--- src/rtl/cube_root_pkg.sv ---
// rtl/cube_root_pkg.sv - shared states, width helpers and add/sub modes for cube_root_seq
package cube_root_pkg;

   typedef enum logic [2:0] {
      IDLE,
      MUL,
      MUL_WAIT,
      ADD,
      CMP,
      SUB,
      NEXT,
      DONE
   } state_t;

   localparam logic ADDSUB_ADD = 1'b1;
   localparam logic ADDSUB_SUB = 1'b0;

   function automatic int out_w(input int w);
      return (w + 2) / 3;
   endfunction

   function automatic int aw(input int w);
      return w + 2;
   endfunction

endpackage

--- src/rtl/cube_root_seq_mult.sv ---
// rtl/cube_root_seq_mult.sv - shift-add multiplier, one operand bit per cycle, done N cycles after start
module mult_seq #(
   parameter int N = 4
) (
   input  logic           clk_i,
   input  logic           rst_i,
   input  logic           start_i,
   input  logic [N-1:0]   a_bi,
   input  logic [N-1:0]   b_bi,
   output logic           busy_o,
   output logic           done_o,
   output logic [2*N-1:0] y_bo
);

   localparam int CW = $clog2(N + 1);

   logic [2*N-1:0] a_sh;
   logic [N-1:0]   b_sh;
   logic [CW-1:0]  cnt;

   // The first partial product is folded into the load so done lands exactly N cycles after start.
   always_ff @(posedge clk_i or posedge rst_i) begin
      if (rst_i) begin
         a_sh   <= '0;
         b_sh   <= '0;
         cnt    <= '0;
         busy_o <= 1'b0;
         done_o <= 1'b0;
         y_bo   <= '0;
      end else begin
         done_o <= 1'b0;
         if (start_i && !busy_o) begin
            y_bo   <= b_bi[0] ? {{N{1'b0}}, a_bi} : '0;
            a_sh   <= {{(N-1){1'b0}}, a_bi, 1'b0};
            b_sh   <= b_bi >> 1;
            cnt    <= CW'(N - 1);
            busy_o <= 1'b1;
         end else if (busy_o) begin
            if (b_sh[0]) begin
               y_bo <= y_bo + a_sh;
            end
            a_sh <= a_sh << 1;
            b_sh <= b_sh >> 1;
            cnt  <= cnt - CW'(1);
            if (cnt == CW'(1)) begin
               busy_o <= 1'b0;
               done_o <= 1'b1;
            end
         end
      end
   end

endmodule

--- src/rtl/cube_root_seq.sv ---
// rtl/cube_root_seq.sv - sequential integer cube root, one result bit per step via shared add/sub
module cube_root_seq
   import cube_root_pkg::*;
#(
   parameter int  W     = 8,
   localparam int OUT_W = out_w(W),
   localparam int AW    = aw(W)
) (
   input  logic             clk_i,
   input  logic             rst_i,
   input  logic             start_i,
   input  logic [W-1:0]     x_bi,
   output logic             busy_o,
   output logic             done_o,
   output logic [OUT_W-1:0] y_bo,
   output logic [W-1:0]     r_bo,
   output logic             addsub_req,
   output logic             addsub_mode,
   output logic [AW-1:0]    addsub_a,
   output logic [AW-1:0]    addsub_b,
   input  logic             addsub_ready,
   input  logic [AW-1:0]    addsub_res
);

   localparam int N  = OUT_W + 1;
   localparam int SW = $clog2(AW);
   localparam logic [SW-1:0] S_FIRST = SW'(3 * (OUT_W - 1));

   state_t           state;
   logic [AW-1:0]    x;
   logic [AW-1:0]    t;
   logic [OUT_W-1:0] y;
   logic [SW-1:0]    s;
   logic             mult_busy;
   logic             mult_done;
   logic [2*N-1:0]   mult_y;
   logic [AW-1:0]    p;
   logic [N-1:0]     yd;
   logic [N-1:0]     yd1;

   assign yd  = {y, 1'b0};
   assign yd1 = {y, 1'b1};
   assign p   = AW'(mult_y);

   mult_seq #(.N(N)) u_mult (
      .clk_i   (clk_i),
      .rst_i   (rst_i),
      .start_i (state == MUL),
      .a_bi    (yd),
      .b_bi    (yd1),
      .busy_o  (mult_busy),
      .done_o  (mult_done),
      .y_bo    (mult_y)
   );

   always_ff @(posedge clk_i or posedge rst_i) begin
      if (rst_i) begin
         state       <= IDLE;
         x           <= '0;
         t           <= '0;
         y           <= '0;
         s           <= S_FIRST;
         busy_o      <= 1'b0;
         done_o      <= 1'b0;
         y_bo        <= '0;
         r_bo        <= '0;
         addsub_req  <= 1'b0;
         addsub_mode <= 1'b0;
         addsub_a    <= '0;
         addsub_b    <= '0;
      end else begin
         done_o <= 1'b0;
         case (state)
            IDLE: begin
               if (start_i) begin
                  x      <= AW'(x_bi);
                  y      <= '0;
                  s      <= S_FIRST;
                  busy_o <= 1'b1;
                  state  <= MUL;
               end
            end
            MUL: state <= MUL_WAIT;
            MUL_WAIT: begin
               if (mult_done && !mult_busy) begin
                  addsub_req  <= 1'b1;
                  addsub_mode <= ADDSUB_ADD;
                  addsub_a    <= p << 1;
                  addsub_b    <= p;
                  state       <= ADD;
               end
            end
            ADD: begin
               // 3p is even, so OR-ing in the low bit yields 3p+1
               if (addsub_ready) begin
                  addsub_req <= 1'b0;
                  t          <= addsub_res | AW'(1);
                  state      <= CMP;
               end
            end
            CMP: begin
               // Compare against x>>s rather than t<<s so the shifted term cannot overflow.
               if ((x >> s) >= t) begin
                  y           <= OUT_W'(yd1);
                  addsub_req  <= 1'b1;
                  addsub_mode <= ADDSUB_SUB;
                  addsub_a    <= x;
                  addsub_b    <= t << s;
                  state       <= SUB;
               end else begin
                  y     <= OUT_W'(yd);
                  state <= NEXT;
               end
            end
            SUB: begin
               if (addsub_ready) begin
                  addsub_req <= 1'b0;
                  x          <= addsub_res;
                  state      <= NEXT;
               end
            end
            NEXT: begin
               if (s == '0) begin
                  done_o <= 1'b1;
                  y_bo   <= y;
                  r_bo   <= x[W-1:0];
                  state  <= DONE;
               end else begin
                  s     <= s - SW'(3);
                  state <= MUL;
               end
            end
            DONE: begin
               busy_o <= 1'b0;
               state  <= IDLE;
            end
            default: state <= IDLE;
         endcase
      end
   end

endmodule
--- config.mk ---
export PLATFORM = sky130hd
export DESIGN_NAME = cube_root_seq
export DESIGN_NICKNAME = d
export VERILOG_FILES = /design/src/rtl/cube_root_pkg.sv /design/src/rtl/cube_root_seq_mult.sv /design/src/rtl/cube_root_seq.sv
export SDC_FILE = /design/constraint.sdc
export NUM_CORES = 1
export LEC_CHECK = 0
export BUFFER_PORTS_ARGS = -buffer_cell sky130_fd_sc_hd__buf_2
export CAP_MARGIN = 20
export CORE_MARGIN = 5
export CORE_UTILIZATION = 55
export CTS_CLUSTER_DIAMETER = 100
export CTS_CLUSTER_SIZE = 10
export DETAILED_ROUTE_END_ITERATION = 6
export PLACE_DENSITY = 0.78
export SETUP_SLACK_MARGIN = 0.4
export SLEW_MARGIN = 20
export SYNTH_ARGS = -nofsm -noshare
export SYNTH_HDL_FRONTEND = slang
export SYNTH_SLANG_ARGS = --single-unit
--- constraint.sdc ---
create_clock -name clk_i -period 6.7 [get_ports clk_i]
set_input_delay 1.34 -clock clk_i [delete_from_list [all_inputs] [get_ports clk_i]]
set_output_delay 1.34 -clock clk_i [all_outputs]
set_load 0.01 [all_outputs]
==> results of run 1 <==
[registers in the layout, summed over array words and instances (netlist names), 4 cells and up]
register and count:
addsub_a 10, addsub_b 10, r_bo 8, s 4
t 10, u_mult.a_sh 6, u_mult.y_bo 7, x 10
[placed cells by master (no fill, tap or decap), types with 3 or more instances in the layout]
| cell | count |
|---|---|
| or2_2 | 3 |
| a21boi_0 | 3 |
| a21o_1 | 4 |
| mux2_2 | 21 |
| a211oi_1 | 6 |
| o211ai_1 | 5 |
| mux4_2 | 3 |
| nor2_1 | 33 |
| nand2b_1 | 6 |
| dfrtp_1 | 83 |
| a31oi_1 | 11 |
| inv_1 | 21 |
| ha_1 | 19 |
| and2_1 | 6 |
| a211o_1 | 3 |
| mux2i_1 | 24 |
| nand3_1 | 5 |
| nor3_1 | 15 |
| a21oi_1 | 29 |
| xnor2_1 | 5 |
| o22ai_1 | 3 |
| buf_2 | 56 |
| clkinv_2 | 3 |
| clkbuf_8 | 9 |
| o21ai_0 | 36 |
| a22o_1 | 6 |
| nand2_1 | 118 |
[synthesized netlist by cell type (2+ instances only)]
cell type and instances:
nand2b_1 6, a21o_1 4, dfrtp_1 84, nand3b_1 2, and3_1 2, or2_2 3
nor2b_1 2, nand3_1 5, nor2_1 33, nor3_1 15, and2_1 6, xnor2_1 5
inv_1 22, a21oi_1 30, a22o_1 6, o21ai_0 36, a21boi_0 3, a211o_1 3
mux2_2 21, buf_6 2, mux4_2 3, a31oi_1 11, mux2i_1 24, a211oi_1 6
o221ai_1 2, buf_2 6, clkbuf_1 23, o22ai_1 3, o22a_1 2, dfstp_2 2
o211ai_1 5, nand2_1 118, ha_1 19
[worst min path at each step]
stage,end,slack (ns),cells after the start
floorplan,u_mult.b_sh[1],0.45,2
finish,y_bo[1],0.49,2
CTS,r_bo[6],0.49,2
global route,r_bo[5],0.51,2
detailed placement,r_bo[3],0.46,2
global placement,r_bo[1],0.45,2
[cell type report]
type,instances,area share (%)
timing repair buffer,57,5.48
tap,108,2.54
clock inverter,7,1.81
multi-input combinational,389,45.7
clock buffer,9,2.33
inverter,22,1.58
sequential,86,40.5
[where the power goes]
part           internal [W]  total [W]  switching, W
clock network      0.000212   0.000414      0.000202
registers          0.000519   0.000519             0
logic            0.00000605  0.0000200     0.0000140
[cells by family after synthesis]
logic type	count (synthesis)	synth area share, %
and+or+nand+nor	197	17.5
adders and majority gates	20	5.36
xor gates and xnor gates	6	1.09
AOI/OAI and AO/OA	118	15.3
DFF	86	44.8
muxes	48	11.3
buffers and inverters	54	4.68
[metrics by stage]
stage / power, W / hold WS [ns]
floorplan: 0.000538 / 0.453
global placement: 0.000549 / 0.454
detailed placement: 0.000549 / 0.457
CTS: 0.000961 / 0.487
global route: 0.000984 / 0.512
finish: 0.000952 / 0.486
[per-layer routing]
layer / GRT usage (%) / vias to the layer above
met5: 0 / -
met4: 6.97 / 0
met3: 4.96 / 17
met2: 38.8 / 139
met1: 32.8 / 1919
li1: - / 1902
[critical path, cell delays in order, from the launching register on]
cell	delay (ns)
dfstp_2	0.93
mux2_2	0.41
nor2_1	0.09
a21oi_1	0.07
mux2i_1	0.20
nor2_1	0.07
ha_1	0.29
a41oi_1	0.11
or4_4	0.51
a21oi_4	0.35
or2_1	0.57
mux2_2	0.41
==> results.cfg, run 1 <==
[finish]
fin_util_pct = 61.6
final_layout_size_suffix_gt1_share_pct = 18.8
area_growth_pct = 10.6
final_area_sq_um = 5320
antenna_cells = 0
final_cells = 678
layout.nets = 607
fillCellCount = 727
multiInputGateArea_sq_um = 2430
regArea_sq_um = 2160

[detailed_routing]
top_layer = met4
num_vias = 3977
vias_per_cell = 5.87
wl_met1_um = 5260
drtPass1Iterations = 5
drt-total-wl_um = 12000
drc_errors = 0
wire_per_inst_um = 17.7
wl_met2_um = 5800
ant_nets = 0
met3WireLength_um = 753
drt_iter0_markers = 306

[clock_tree]
cts-root-buf = clkbuf_8
ctsResizeCount = 0
cts_hold_buf = 0
cts_setup_buffers = 0
cts_tree = done
cts_sinks = 86
insertion_delay_ns = 0.37
h-tree-depth = 3
clk_pin_slew_ns = 0.09
cts_buffers = 9
ctsLongestPathBuffers = 2

[sta]
worst_slack_ns = 2.56
worst_slew_pin_slew_ns = 0.809
finalHoldViolations = 0
setup_viol = 0
max_slew_margin_pct = 46.0
timing.final.crit_share_pct = 61.7
clock.fmax_mhz = 242
fin_crit_ns = 4.14
rsz0062_at_grt = false
tns_ns = 0
fin_skew_ns = 0.0168
finalMaxSlewViolations = 0

[synthesis]
synth_seq_cells = 86
synthTopCellsByArea = dfrtp_1 44%, nand2_1 9.2%, mux2i_1 5.0%
syn_inst = 529
netlist.area_leader.share_pct = 43.7
synth_seq_area_share_pct = 44.8
synth_ff_type = dfrtp_1
synthArstFlopShare_pct = 100
synth_cell_types = 48
syn_avg_cell_area_sq_um = 9.09
syn_area_sq_um = 4810
yosysWarnings = 0
synth_edf_count = 0
yosysTopAreaCell = dfrtp_1
synth_fp_nets = 571

[worst_hold_path]
hold_start = y_bo[1]
min_path_type = register to register

[die]
io_pins = 57
start_util_pct = 55.7
die_area_sq_um = 10700
rows = 34
core-area_sq_um = 8640
die_w_um = 103
die_h_um = 103

[critical_path]
worstPathRequired_ns = 6.95
r2r-start = s[1]
regToRegEndpoint = addsub_b[9]
rr_worst_depth = 11
critical_path_arrival_ns = 4.39
critPathMaxFanout = 29
startpoint = s[1]
startpoint_type = register
setup.worst_path.class = register to register
endpoint = addsub_b[9]
rrSetupSlack_ns = 2.56
crit_path_end_kind = register

[global_route]
grt_max_degree = 87
grtUsageTotal_pct = 24.0
grt_overflow = 0
grt_pass1_wl_um = 19700
antenna_found_initial = 0
grt_pass1_vias = 3879

[placement]
post-place-ws_ns = 2.59
dp_hpwl_um = 8810
port_buffers = 56
gp_congestion = 0.973
placed_cell_area_sq_um = 5090
dp.cells = 662

[job]
maxCapViolCount = 0

[status]
status = complete, no violations

[pwr]
vdd_drop_max_mv = 0.108
p_per_area_nw_per_um2 = 179
leakage_nw = 2.71
(Power assumes the default switching activity.)
==> run 2: changes to the inputs <==
--- a/config.mk
+++ b/config.mk
@@ -5,6 +5,7 @@
 export SDC_FILE = /design/constraint.sdc
 export NUM_CORES = 1
 export LEC_CHECK = 0
+export ABC_AREA = 1
 export BUFFER_PORTS_ARGS = -buffer_cell sky130_fd_sc_hd__buf_2
 export CAP_MARGIN = 20
 export CORE_MARGIN = 5
==> constraint.sdc (replaced) <==
create_clock -name clk_i -period 3.9 [get_ports clk_i]
set_input_delay 0.78 -clock clk_i [delete_from_list [all_inputs] [get_ports clk_i]]
set_output_delay 0.78 -clock clk_i [all_outputs]
set_load 0.01 [all_outputs]
==> results.cfg, run 2 <==
[clock_tree]
cts-root-buf = clkbuf_8
cts_hold_buf = 0
cts_tree = done
cts_setup_buffers = 0
h-tree-depth = 3
cts_sinks = 86
cts_buffers = 9
clk_pin_slew_ns = 0.09
insertion_delay_ns = 0.36
ctsLongestPathBuffers = 2
ctsResizeCount = 0

[finish]
fillCellCount = 756
final_common_cell = nand2_1
multiInputGateArea_sq_um = 2190
layout.nets = 708
fin_util_pct = 62.2
final_layout_size_suffix_gt1_share_pct = 15.2
regArea_sq_um = 2160
final_area_sq_um = 5340
area_growth_pct = 12.0
antenna_cells = 0
final_cell_mix = 178 x nand2_1, 83 x dfrtp_1, 79 x inv_1, 66 x o21ai_0, 56 x buf_2

[die]
die_w_um = 103
die_area_sq_um = 10600
rows = 34
core-area_sq_um = 8590
io_pins = 57
start_util_pct = 55.5
die_h_um = 103

[global_route]
grt_pass1_vias = 4200
grt_pass1_wl_um = 20300
antenna_found_initial = 0
grtUsageTotal_pct = 24.8
grt_overflow = 0
grt_max_degree = 44

[detailed_routing]
drt_iter0_markers = 320
num_vias = 4395
ant_nets = 0
vias_per_cell = 5.64
drtPass1Iterations = 5
drt-total-wl_um = 12300
wire_per_inst_um = 15.7
drc_errors = 0

[critical_path]
crit_path_end_kind = register
setup.worst_path.class = register to register
startpoint = s[1]
r2r-start = s[1]
worstPathRequired_ns = 4.20
critPathMaxFanout = 22
critical_path_arrival_ns = 3.41
rrSetupSlack_ns = 0.79
startpoint_type = register

[sta]
timing.final.crit_share_pct = 79.8
finalHoldViolations = 0
clock.fmax_mhz = 321
worst_slew_pin_slew_ns = 0.708
setup_viol = 0
max_slew_margin_pct = 52.8
rsz0062_at_grt = false
tns_ns = 0
finalMaxSlewViolations = 0
fin_skew_ns = 0.00681
fin_crit_ns = 3.11

[synthesis]
synthArstFlopShare_pct = 100
synth_cell_types = 34
yosysTopAreaCell = dfrtp_1
synth_seq_cells = 86
syn_avg_cell_area_sq_um = 7.75
yosysWarnings = 0
netlist.area_leader.share_pct = 44.0
synth.cells.most_frequent = 178 x nand2_1, 84 x dfrtp_1, 80 x inv_1
syn_inst = 616
synthTopCellsByArea = dfrtp_1 44%, nand2_1 14%, o21ai_0 7.0%
synth_edf_count = 0
synth_ff_type = dfrtp_1
synth_seq_area_share_pct = 45.1
syn_area_sq_um = 4770
synth_most_common_cell = nand2_1
synth_fp_nets = 658

[placement]
placed_cell_area_sq_um = 5120
dp_hpwl_um = 9200
gp_congestion = 0.997
port_buffers = 56

[job]
maxCapViolCount = 0

[pwr]
vdd_drop_max_mv = 0.422
p_per_area_nw_per_um2 = 744
leakage_nw = 2.82

[worst_hold_path]
min_path_type = register to register
hold_start = u_mult.cnt[2]

[status]
status = complete, no violations
run 2: cell count changes in the layout (fill, tap and decap cells not counted), moves of 7 or more:
| cell | change |
|---|---|
| o211ai_1 | +15 |
| nand2_1 | +60 |
| mux2i_1 | -24 |
| nand3_1 | +42 |
| a21oi_1 | -10 |
| a31oi_1 | -9 |
| nand2_2 | +7 |
| nor3_1 | -12 |
| o21ai_0 | +30 |
| mux2_2 | -21 |
| inv_1 | +58 |
run 2: final cells by class:
| type | count | share of cell area [%] |
|---|---|---|
| clock inverters | 7 | 1.92 |
| repair buffers | 61 | 5.95 |
| clock buffers | 9 | 2.32 |
| inverters | 84 | 5.92 |
| well taps | 108 | 2.53 |
| flip-flops and latches | 86 | 40.3 |
| multi-input cells | 424 | 41.0 |
run 2: through the flow:
stage | worst slack (ns) | hold WS, ns | total power, W | cells
4_1_cts | 0.819 | 0.466 | 0.00396 | 779
3_3_place_gp | 0.908 | 0.444 | 0.00318 | 763
2_1_floorplan | 0.901 | 0.433 | 0.00271 | 616
6_report | 0.789 | 0.465 | 0.00397 | 779
3_5_place_dp | 0.834 | 0.453 | 0.00323 | 763
5_1_grt | 0.424 | 0.489 | 0.00431 | 779
run 2: power breakdown:
part	leakage, nW	internal (W)	switching, W
registers	1.12	0.00118	0.000237
logic	1.59	0.000607	0.00123
clock network	0.117	0.000371	0.000348
total	2.82	0.00215	0.00182
run 2: routing by layer:
layer  track usage, %  wire (um)  vias to the layer above
met5                0          0                        -
met4             9.56        310                        0
met3             4.47        887                       28
met2             38.5       5570                      164
met1             34.8       5490                     2098
li1                 -          -                     2105
run 2: path summary, 6_finish.rpt:
kind | end | cells after the start
setup / recovery | addsub_b[2] | 14
hold reg to reg | u_mult.done_o | 1
hold / removal | u_mult.done_o | 1
max in group asynchronous | s[1] | 3
min in group asynchronous | u_mult.y_bo[4] | 2
setup reg to reg | addsub_b[2] | 14
run 2: worst max-delay path, stage by stage (launching register included):
cell	delay [ns]
dfstp_2	0.54
clkinv_1	0.38
o21ai_0	0.45
o21ai_0	0.14
a21oi_1	0.15
ha_1	0.24
inv_1	0.05
nand2_1	0.04
nand2_1	0.05
nand2_1	0.04
nand3_1	0.13
nand4_4	0.25
nand2_2	0.40
nand2_1	0.10
nand2_1	0.07
run 2: logic make-up after synthesis:
group,Yosys count,synth area share (%)
AO/OA/AOI/OAI,128,15.4
adder cells (fa/ha/maj),20,5.40
AND/OR/NAND/NOR,273,24.6
buffers and inverters,106,8.94
XOR/XNOR,3,0.551
flip-flops,86,45.1
